## src/rtl/pc_fetch_ctrl_if.sv

```systemverilog
// Fetch-control bus: start/halt/branch controls, PC counter hooks,
// instruction memory port and the decode-side instruction handshake.
interface pc_fetch_ctrl_if;
    logic        start;
    logic        halt_req;
    logic        br_valid;
    logic [15:0] br_target;
    logic [15:0] pc_val;
    logic        pc_load;
    logic        pc_en;
    logic [15:0] pc_target;
    logic        imem_req;
    logic [15:0] imem_addr;
    logic        imem_ack;
    logic [15:0] imem_rdata;
    logic        instr_valid;
    logic [15:0] instr;
    logic [15:0] instr_pc;
    logic        instr_ready;

    modport master (
        input  start, halt_req, br_valid, br_target, pc_val,
        input  imem_ack, imem_rdata, instr_ready,
        output pc_load, pc_en, pc_target, imem_req, imem_addr,
        output instr_valid, instr, instr_pc
    );

    modport slave (
        output start, halt_req, br_valid, br_target, pc_val,
        output imem_ack, imem_rdata, instr_ready,
        input  pc_load, pc_en, pc_target, imem_req, imem_addr,
        input  instr_valid, instr, instr_pc
    );
endinterface

```

## src/rtl/pc_fetch_ctrl.sv

```systemverilog
// Fetch controller: drives the external PC counter, issues instruction
// memory requests and buffers one instruction for decode.
module pc_fetch_ctrl #(
    parameter logic [15:0] RESET_VEC = 16'h0000
) (
    input  logic           clk,
    input  logic           rst,
    pc_fetch_ctrl_if.master bus
);
    typedef enum logic [2:0] {
        INIT,
        IDLE,
        FETCH,
        HOLD,
        HALT
    } state_e;

    state_e      state_q, state_d;
    logic        halt_q, halt_d;
    logic [15:0] instr_q, instr_d;
    logic [15:0] ipc_q, ipc_d;
    logic        load_c;
    logic        en_c;
    logic        req_c;
    logic [15:0] target_c;
    logic        halt_now;

    assign halt_now = halt_q | bus.halt_req;

    always_ff @(posedge clk or posedge rst) begin
        if (rst) begin
            state_q <= INIT;
            halt_q  <= 1'b0;
            instr_q <= '0;
            ipc_q   <= '0;
        end else begin
            state_q <= state_d;
            halt_q  <= halt_d;
            instr_q <= instr_d;
            ipc_q   <= ipc_d;
        end
    end

    always_comb begin
        state_d  = state_q;
        halt_d   = halt_q;
        instr_d  = instr_q;
        ipc_d    = ipc_q;
        load_c   = 1'b0;
        en_c     = 1'b0;
        req_c    = 1'b0;
        target_c = RESET_VEC;
        unique case (state_q)
            INIT: begin
                load_c  = 1'b1;
                state_d = IDLE;
            end
            IDLE, HALT: begin
                if (bus.start) state_d = FETCH;
            end
            FETCH, HOLD: begin
                if (bus.br_valid) begin
                    // Redirect wins; a coincident halt still stops fetching
                    load_c   = 1'b1;
                    target_c = bus.br_target;
                    state_d  = halt_now ? HALT : FETCH;
                    halt_d   = 1'b0;
                end else if (state_q == FETCH) begin
                    if (bus.imem_ack) begin
                        req_c   = 1'b1;
                        en_c    = 1'b1;
                        instr_d = bus.imem_rdata;
                        ipc_d   = bus.pc_val;
                        halt_d  = halt_now;
                        state_d = HOLD;
                    end else if (halt_now) begin
                        halt_d  = 1'b0;
                        state_d = HALT;
                    end else begin
                        req_c = 1'b1;
                    end
                end else begin
                    halt_d = halt_now;
                    if (bus.instr_ready) begin
                        state_d = halt_now ? HALT : FETCH;
                        if (halt_now) halt_d = 1'b0;
                    end
                end
            end
            default: state_d = INIT;
        endcase
    end

    assign bus.pc_load     = load_c & ~rst;
    assign bus.pc_en       = en_c;
    assign bus.pc_target   = target_c;
    assign bus.imem_req    = req_c;
    assign bus.imem_addr   = bus.pc_val;
    assign bus.instr_valid = (state_q == HOLD);
    assign bus.instr       = instr_q;
    assign bus.instr_pc    = ipc_q;
endmodule
```

## src/flat_wrapper.sv

```systemverilog
// flat-port wrapper written by rule: the top's interface ports become plain ports
module pc_fetch_ctrl_flat 
#(
    parameter logic [15:0] RESET_VEC = 16'h0000
)
  (clk, rst, bus_start, bus_halt_req, bus_br_valid, bus_br_target, bus_pc_val, bus_imem_ack, bus_imem_rdata, bus_instr_ready, bus_pc_load, bus_pc_en, bus_pc_target, bus_imem_req, bus_imem_addr, bus_instr_valid, bus_instr, bus_instr_pc);
  pc_fetch_ctrl_if bus_i ();
  input  logic clk;
  input  logic rst;
  input wire logic [$bits(bus_i.start)-1:0] bus_start;
  input wire logic [$bits(bus_i.halt_req)-1:0] bus_halt_req;
  input wire logic [$bits(bus_i.br_valid)-1:0] bus_br_valid;
  input wire logic [$bits(bus_i.br_target)-1:0] bus_br_target;
  input wire logic [$bits(bus_i.pc_val)-1:0] bus_pc_val;
  input wire logic [$bits(bus_i.imem_ack)-1:0] bus_imem_ack;
  input wire logic [$bits(bus_i.imem_rdata)-1:0] bus_imem_rdata;
  input wire logic [$bits(bus_i.instr_ready)-1:0] bus_instr_ready;
  output wire logic [$bits(bus_i.pc_load)-1:0] bus_pc_load;
  output wire logic [$bits(bus_i.pc_en)-1:0] bus_pc_en;
  output wire logic [$bits(bus_i.pc_target)-1:0] bus_pc_target;
  output wire logic [$bits(bus_i.imem_req)-1:0] bus_imem_req;
  output wire logic [$bits(bus_i.imem_addr)-1:0] bus_imem_addr;
  output wire logic [$bits(bus_i.instr_valid)-1:0] bus_instr_valid;
  output wire logic [$bits(bus_i.instr)-1:0] bus_instr;
  output wire logic [$bits(bus_i.instr_pc)-1:0] bus_instr_pc;
  assign bus_i.start = bus_start;
  assign bus_i.halt_req = bus_halt_req;
  assign bus_i.br_valid = bus_br_valid;
  assign bus_i.br_target = bus_br_target;
  assign bus_i.pc_val = bus_pc_val;
  assign bus_i.imem_ack = bus_imem_ack;
  assign bus_i.imem_rdata = bus_imem_rdata;
  assign bus_i.instr_ready = bus_instr_ready;
  assign bus_pc_load = bus_i.pc_load;
  assign bus_pc_en = bus_i.pc_en;
  assign bus_pc_target = bus_i.pc_target;
  assign bus_imem_req = bus_i.imem_req;
  assign bus_imem_addr = bus_i.imem_addr;
  assign bus_instr_valid = bus_i.instr_valid;
  assign bus_instr = bus_i.instr;
  assign bus_instr_pc = bus_i.instr_pc;
  pc_fetch_ctrl #(.RESET_VEC(RESET_VEC)) u_core (.clk(clk), .rst(rst), .bus(bus_i));
endmodule
```

## config.mk

```make
export PLATFORM = sky130hd
export DESIGN_NAME = pc_fetch_ctrl_flat
export DESIGN_NICKNAME = d
export VERILOG_FILES = /design/src/rtl/pc_fetch_ctrl_if.sv /design/src/rtl/pc_fetch_ctrl.sv /design/src/flat_wrapper.sv
export SDC_FILE = /design/constraint.sdc
export NUM_CORES = 1
export LEC_CHECK = 0
export CAP_MARGIN = 20
export CORE_UTILIZATION = 38
export DETAILED_ROUTE_END_ITERATION = 10
export HOLD_SLACK_MARGIN = 0.08
export PLACE_DENSITY = 0.82
export SETUP_SLACK_MARGIN = 0.4
export SLEW_MARGIN = 15
export SYNTH_ARGS = -nofsm -noshare
export SYNTH_HDL_FRONTEND = slang
export SYNTH_SLANG_ARGS = --single-unit
```

## constraint.sdc

```tcl
create_clock -name clk -period 3.8 [get_ports clk]
set_clock_uncertainty 0.2 [all_clocks]
set_input_delay 1.14 -clock clk [delete_from_list [all_inputs] [get_ports clk]]
set_output_delay 1.14 -clock clk [all_outputs]
set_load 0.05 [all_outputs]
```

==> flow_summary.ini <==
[drt]
route.detailed.drc = 10
wl_um = 4424
dr_total_vias = 1426
drt_pass1_iterations = 8
wl_per_cell_um = 15.00
drt-initial-drc-count = 47
ant_nets = 0
via_per_inst = 4.834

[power_and_ir_drop]
peakVddDrop_uv = 451.4
p_per_area_mw_per_mm2 = 831.1
leakage_nw = 1.607

[synthesis]
seq_area_frac_synth_pct = 49.72
synth_top_cell_area_share_pct = 49.72
synthTopCellsByArea = dfrtp_1, mux2_4, buf_4
syn_area_per_cell_um2 = 13.42
synth_top_cell_by_area = dfrtp_1
netlist_area_mm2 = 0.001812
syn_inst = 135
synthArstFlopShare_pct = 100.0
synthFlopType = dfrtp_1
synth_edf_count = 0
yosysWarnings = 0
synth-seq-cells = 36
synth.net_count = 190
synth_cell_types = 24

[final_layout]
fin_util_pct = 76.12
drive_gt1_share_pct = 33.33
synthToLayoutAreaGrowth_pct = 87.98
fillers = 293
diodes = 0
stdcell_count = 295
nets = 297

[sta]
post-route-min-period_ns = 3.354
grt_setup_unrepaired = false
final.setup.tns_ns = 0
finalHoldViolCount = 0
max_slew_margin_pct = 62.30
setup_ws_ns = 0.4463
worst_pin_slew_ns = 0.5655
fmax_mhz = 298.2
finalSetupViolCount = 0
maxSlewViolCount = 0
finalCritPeriodShare_pct = 88.25

[cts]
cts.clk_slew.worst_paths_ns = 0.07
hold_buffers = 0
insertion_delay_ns = 0.27
cts_buffers = 5
post_cts_buffers = 0
root_buffer = clkbuf_8
cts_max_level = 2
clock_sinks = 36
cts_buffer_depth = 2
cts_tree = yes

[grt]
overflow = 0
antenna_found_initial = 0
grt_pass1_vias = 1437
grt_first_pass_wirelength_um = 7107
track_usage_pct = 18.22
grt_max_degree = 37

[setup_path]
r2r_slack_ns = 1.75
crit_path_end_kind = output port
worstSetupPathType = in2out
r2r_start = u_core.state_q[2]
critical_path_required_ns = 2.46
critPathLaunch = bus_br_valid
critPathMaxFanout = 6
cp-start-kind = primary input
reg2reg_to = u_core.bus.instr[7]
arrival_ns = 2.01
crit_end = bus_imem_req
ff2ff_path_depth = 4

[run_status]
violations = DRC
status = complete, but fails checks

[floorplanning]
die_area_mm2 = 0.005048
core_area_mm2 = 0.004474
die_x_um = 71.05
die_h_um = 71.05
rows = 24
initial_core_util_pct = 40.49
ios = 123

[place]
hpwl_um = 3502
io_buffer_count = 122
numPlacedInstances = 287
pre_cts_ws_ns = 0.1691
place_congestion = 0.7596

[flow_run]
drv_cap = 0

[min_path]
worst_hold_path_type = reg2reg
[placed cells by master (no fill, tap or decap), drive strengths merged, types with 2 or more instances in the layout]
master         instances
clkdlybuf4s50         83
o32a                   2
inv                    2
and3                  16
dlygate4sd2            3
a21oi                  4
nor2                   5
and2                   2
nor3                   2
buf                   38
clkbuf                 7
dfrtp                 36
mux2                  32
[stage by stage]
step	area, um^2	power, mW	hold WS (ns)
final	3406	2.831	0.3090
after global routing	3406	2.951	0.3223
after CTS	3405	2.857	0.3105
after detailed placement	3316	2.576	0.2902
after global placement	3316	2.545	0.2865
after floorplan	1823	1.909	0.3081
[timing repair]
action | in CTS | in global routing
gates resized for setup | 4 | 1
pin swaps | 1 | 0
setup endpoints to repair | 20 | 2
[power by group]
part	leakage (nW)	total [mW]	internal, mW	switching (mW)
registers	0.438	0.703	0.574	0.130
clock network	0.0445	0.275	0.147	0.128
logic	1.12	1.85	0.790	1.06
total	1.61	2.83	1.51	1.32
[area by class of cell]
class | instances | area (um^2) | area share (%)
inverters | 2 | 7.507 | 0.2204
clock buffers | 7 | 86.33 | 2.535
clock inverters | 1 | 7.507 | 0.2204
flip-flops and latches | 36 | 900.9 | 26.45
multi-input cells | 72 | 735.7 | 21.60
repair buffers | 125 | 1603 | 47.06
well taps | 52 | 65.06 | 1.910
[cell families (layout without fill, tap and decap cells)]
logic type      after synthesis  in the layout  share of synthesized area (%)
simple gates                 29             29                          10.01
compound gates               11             11                          4.282
buf+inv                      27            135                          10.29
flops                        36             36                          49.72
mux                          32             32                          25.69
[per-layer routing]
layer / share of wire (%) / vias to the layer above / GRT usage [%] / wire length, um
met5: 0 / - / 0 / 0
met4: 0.32 / 0 / 4.667 / 14
li1: - / 673 / - / -
met1: 40 / 683 / 22.39 / 1761
met3: 7.9 / 2 / 5.271 / 350
met2: 52 / 68 / 31.52 / 2297
[critical path, stage by stage]
cell and delay [ns]:
clkdlybuf4s15_1 0.29, nor2_2 0.21, o211a_1 0.23, buf_12 0.14
[state kept, by name, indices dropped and copies added (netlist names)]
signal / cells
u_core.bus.instr_pc: 16
u_core.halt_q: 1
u_core.state_q: 3
u_core.bus.instr: 16
[worst min path at each step]
stage,endpoint,slack (ns),cells past startpoint,startpoint
final,u_core.bus.instr[5],0.31,1,u_core.bus.instr[5]
after global routing,u_core.bus.instr[3],0.32,1,u_core.bus.instr[3]
after CTS,u_core.bus.instr[3],0.31,1,u_core.bus.instr[3]
after detailed placement,u_core.bus.instr[3],0.29,1,u_core.bus.instr[3]
after global placement,u_core.bus.instr[5],0.29,1,u_core.bus.instr[5]
after floorplan,u_core.halt_q,0.31,2,u_core.halt_q
[cells in the mapped netlist (2+ instances only)]
library cell  instances
a21oi_1               4
and2_1                2
and3_1               16
buf_2                 2
buf_4                16
buf_6                 3
clkbuf_1              4
dfrtp_1              36
inv_1                 2
mux2_2                4
mux2_4               28
nor2_1                4
nor3_1                2
o32a_1                2
No activity file was read; power rests on OpenSTA's default activity.
